[config.mk]
export PLATFORM = sky130hd
export DESIGN_NAME = wb_stage
export DESIGN_NICKNAME = d
export VERILOG_FILES = /design/src/rtl/wb_stage.sv
export SDC_FILE = /design/constraint.sdc
export NUM_CORES = 1
export LEC_CHECK = 0
export BUFFER_PORTS_ARGS = -buffer_cell sky130_fd_sc_hd__clkbuf_2
export CAP_MARGIN = 20
export CORE_ASPECT_RATIO = 0.75
export CORE_MARGIN = 4
export CORE_UTILIZATION = 43
export CTS_BUF_LIST = sky130_fd_sc_hd__clkbuf_4 sky130_fd_sc_hd__clkbuf_8
export CTS_CLUSTER_DIAMETER = 120
export DETAILED_ROUTE_END_ITERATION = 12
export PLACE_DENSITY = 0.9
export SLEW_MARGIN = 20
export SYNTH_ARGS = -nofsm -noshare
export SYNTH_HDL_FRONTEND = slang
export SYNTH_SLANG_ARGS = --single-unit
[constraint.sdc]
create_clock -name clk -period 1.6 [get_ports clk]
set_clock_uncertainty 0.2 [all_clocks]
set_input_delay 0.08 -clock clk [delete_from_list [all_inputs] [get_ports clk]]
set_output_delay 0.08 -clock clk [all_outputs]
set_load 0.02 [all_outputs]
[src/rtl/wb_stage.sv]
// wb_stage: writeback register stage with load extraction, x0 suppression and bypass.
// Define WB_INSTRET_EN to build the 64-bit retired-instruction counter.
module wb_stage #(
   parameter int XLEN    = 32,
   parameter int RADDR_W = 5
) (
   input  logic               clk,
   input  logic               rst_n,
   input  logic               i_valid,
   input  logic               i_kill,
   input  logic [RADDR_W-1:0] i_rd_addr,
   input  logic               i_rd_we,
   input  logic               i_is_load,
   input  logic [2:0]         i_funct3,
   input  logic [1:0]         i_byte_off,
   input  logic [XLEN-1:0]    i_alu_result,
   input  logic [XLEN-1:0]    i_load_word,
   output logic [RADDR_W-1:0] o_wr_addr,
   output logic [XLEN-1:0]    o_wr_data,
   output logic               o_wr_en,
   output logic               o_fwd_valid,
   output logic [RADDR_W-1:0] o_fwd_addr,
   output logic [XLEN-1:0]    o_fwd_data,
   output logic               o_load_err,
   output logic               o_retire,
   output logic [63:0]        o_instret
);
   logic [7:0]      ld_b;
   logic [15:0]     ld_h;
   logic            ld_ill, ld_mis, err, v;
   logic [XLEN-1:0] ld_val, nxt_data;
   always_comb begin
      ld_b     = i_load_word[{i_byte_off, 3'b000} +: 8];
      ld_h     = i_byte_off[1] ? i_load_word[31:16] : i_load_word[15:0];
      // funct3 011, 110 and 111 are not loads
      ld_ill   = (i_funct3[1:0] == 2'b11) || (i_funct3[2:1] == 2'b11);
      ld_mis   = (i_funct3[1:0] == 2'b01 && i_byte_off[0]) || (i_funct3 == 3'b010 && i_byte_off != 2'b00);
      err      = i_is_load && (ld_ill || ld_mis);
      ld_val   = i_funct3[1] ? i_load_word :
                 i_funct3[0] ? {{(XLEN-16){~i_funct3[2] & ld_h[15]}}, ld_h} :
                               {{(XLEN-8){~i_funct3[2] & ld_b[7]}}, ld_b};
      nxt_data = i_is_load ? ld_val : i_alu_result;
      v        = i_valid & ~i_kill;
   end
   always_ff @(posedge clk or negedge rst_n) begin
      if (!rst_n) begin
         o_retire   <= 1'b0;
         o_wr_en    <= 1'b0;
         o_load_err <= 1'b0;
         o_wr_addr  <= '0;
         o_wr_data  <= '0;
      end else begin
         o_retire   <= v;
         o_wr_en    <= v & i_rd_we & (|i_rd_addr) & ~err;
         o_load_err <= v & err;
         o_wr_addr  <= i_rd_addr;
         o_wr_data  <= nxt_data;
      end
   end
   assign o_fwd_valid = o_wr_en;
   assign o_fwd_addr  = o_wr_addr;
   assign o_fwd_data  = o_wr_data;
`ifdef WB_INSTRET_EN
   logic [63:0] cnt;
   always_ff @(posedge clk or negedge rst_n) begin
      if (!rst_n) cnt <= '0;
      else        cnt <= cnt + 64'(o_retire);
   end
   assign o_instret = cnt;
`else
   assign o_instret = '0;
`endif
endmodule

==> flow_summary.ini <==
[floorplan]
die_area_mm2 = 0.00746
die_y_um = 75.8
die_width_um = 98.4
io_pins = 222
initial_utilization = 0.448
num_rows = 24
core-area_mm2 = 0.00589

[cells_and_area]
antenna_cells = 0
drive_above_1_share = 0.453
finalNetCount = 540
fillers = 485
area_delta_synth_final_pct = 47.6
seq_area_mm2 = 0.00100
multi_input_area_mm2 = 0.00105

[global_routing]
grt_pass1_wl_um = 13100
grt_start_max_net_pins = 23
use_met2 = 0.443
antenna_found_initial = 0
grt-busiest-layer = met2
grt_usage = 0.227
grt_pass1_vias = 2571
met1_usage = 0.251
use_met3 = 0.0512
overflow = 0

[drt]
viasPerCell = 4.73
drt.antenna.violating_nets = 0
wirelength_um = 8940
wire_per_inst_um = 16.6
drtIter0Drc = 122
drc = 0
firstDrtPassIters = 5
vias = 2548

[power]
p_clk_frac = 0.246
powerDensity_mw_per_mm2 = 762
internal_power_w = 0.00190
ir_drop_mv = 0.303
p_comb_frac = 0.369
power_leakage_nw = 2.04
seqPwrFrac = 0.385
power_switching_w = 0.00107
p_sw_frac = 0.361

[logic_synthesis]
synth.distinct_cells = 35
synth_area_mm2 = 0.00264
ys_seq_elements = 40
ys_seq_area_frac = 0.380
synthCells = 259
yosys_warnings = 0
synth.avg_cell_area_um2 = 10.2

[cts]
cts_made_buffers = 5
cts_buffer_depth = 2
cts_sinks = 40
cts_setup_buffers = 0
cts_tree = done
clk_pin_slew_worst_paths_ns = 0.08
cts-htree-levels = 2
root_buffer = clkbuf_8

[timing]
report.final.slew_viol_count = 0
tightest_slew_ns = 0.961
max_freq_mhz = 651
rsz0062_at_grt = false
period_needed_ns = 1.54
hold_viol = 0
finalCritPeriodShare = 0.960
slew_headroom = 0.360
fin_ws_ns = 0.0641
setup_viol = 0
hold_ws_ns = 0.0578

[critical_path]
path_max_fanout = 16
setup.worst_path.class = in2reg
cp_data_required_time_ns = 1.58
cp.arrival_ns = 1.51
cp-end-kind = flip-flop
critical_path.startpoint_type = primary input

[placement]
place_congestion = 0.834
port_buffers = 157
dp_hpwl_um = 6180
pre_cts_ws_ns = -0.202

[worst_hold_path]
hold_class = in2reg

[status]
outcome = finished, final reports clean

[flow_run]
max_cap_viol_count = 0
[worst max-delay path: stages]
cell	delay (ns)
clkbuf_2	0.11
buf_4	0.20
o31a_1	0.32
o221ai_2	0.18
nor3b_1	0.07
dlygate4sd3_1	0.55
[metrics by stage]
stage	area [um2]	cells	total power (W)	utilization	setup TNS, ns
after floorplan	2870	322	0.00194	-	0
after global routing	3890	539	0.00311	0.661	0
after CTS	3880	539	0.00296	0.659	0
after global placement	3040	457	0.00207	0.517	-2.49
final	3890	539	0.00297	0.661	0
after detailed placement	3040	457	0.00209	0.517	-3.66
[layout by cell type, fill, tap and decap left out, types with 2 or more instances in the layout]
cell type      netlist  routed
a221o_1              7       7
buf_4              103      11
nor3b_1              8       8
nor2_1              11      11
nand2_1              9       8
a221o_2              7       7
and3_1               3       3
dfrtp_1             40      40
a21oi_1              8       8
conb_1               1      64
o21ai_0              8       8
mux2_2               7       7
clkbuf_8             0       6
clkbuf_2             0     157
o22ai_1              7       7
dlygate4sd3_1        0      74
o221a_2              7       7
nor2b_1              2       2
a211o_2              3       3
nand2b_1             2       2
[worst paths after layout]
path / slack (ns) / depth (start not counted) / end / startpoint
max in group asynchronous: 0.60 / 3 / o_fwd_data[11] / rst_n
worst min-delay path: 0.06 / 4 / o_fwd_data[9] / i_load_word[9]
min in group asynchronous: 0.09 / 2 / o_fwd_data[5] / rst_n
worst max-delay path: 0.06 / 6 / o_load_err / i_byte_off[1]
[routing by layer]
metal  part of all wire  vias up
met2               0.54      164
met5                  0        -
met3              0.088       12
li1                   -     1150
met4              0.016        0
met1               0.36     1222
[power groups by stage]
stage          Clock (W)  Combinational, W  Sequential [W]
3_5_place_dp           0          0.000929         0.00116
3_3_place_gp           0          0.000918         0.00116
2_1_floorplan          0          0.000677         0.00127
5_1_grt         0.000788           0.00117         0.00115
4_1_cts         0.000742           0.00108         0.00114
6_report        0.000730           0.00109         0.00114
[logic make-up after synthesis]
| group | Yosys count | synth area share |
|---|---|---|
| AO/OA/AOI/OAI | 54 | 0.177 |
| buffers and inverters | 114 | 0.315 |
| flip-flops | 40 | 0.380 |
| multiplexers | 9 | 0.0394 |
| other | 1 | 0.00142 |
| AND/OR/NAND/NOR | 41 | 0.0883 |
[sequential cells by signal, summed over array words and instances, names as in the netlist]
signal and count:
o_fwd_addr 5, o_fwd_data 32, o_fwd_valid 1, o_load_err 1, o_retire 1
[synth_stat cells]
library cell	number	share of area
mux2_4	1	0.0057
clkinv_1	1	0.0014
buf_4	103	0.29
o221a_2	7	0.030
or4_1	1	0.0028
nand2b_1	2	0.0047
a211oi_1	1	0.0028
nor3b_1	8	0.023
and2_0	1	0.0024
clkbuf_1	8	0.011
nor2_2	1	0.0024
a211o_2	3	0.011
buf_6	2	0.0085
a311oi_2	1	0.0057
and3_1	3	0.0071
a21oi_1	8	0.015
dfrtp_1	40	0.38
nand2_1	9	0.013
nor4_1	1	0.0024
mux2i_1	1	0.0038
nor2_1	11	0.016
nor2_8	1	0.0076
mux2_2	7	0.030
o21ai_0	8	0.015
a221o_1	7	0.027
o221ai_1	1	0.0033
a221o_2	7	0.030
o21ai_1	1	0.0019
o22ai_1	7	0.017
a2111oi_4	1	0.010
o31a_1	1	0.0033
o2111a_1	1	0.0043
conb_1	1	0.0014
nand3b_1	1	0.0028
nor2b_1	2	0.0047
[area by class of cell]
| class | count | area share |
|---|---|---|
| flip-flops and latches | 40 | 0.257 |
| repair buffers | 244 | 0.422 |
| multi-input cells | 168 | 0.270 |
| inverters | 1 | 0.000965 |
| well taps | 78 | 0.0251 |
| clock inverters | 1 | 0.00193 |
| clock buffers | 7 | 0.0232 |
[repair_timing]
| item | 4_1_cts | 5_1_grt |
|---|---|---|
| hold buffers | 74 | 0 |
| endpoints found under the setup margin | 0 | 19 |
| resized for setup | 0 | 3 |
| hold endpoints to repair | 80 | 0 |
(Power assumes the default switching activity.)
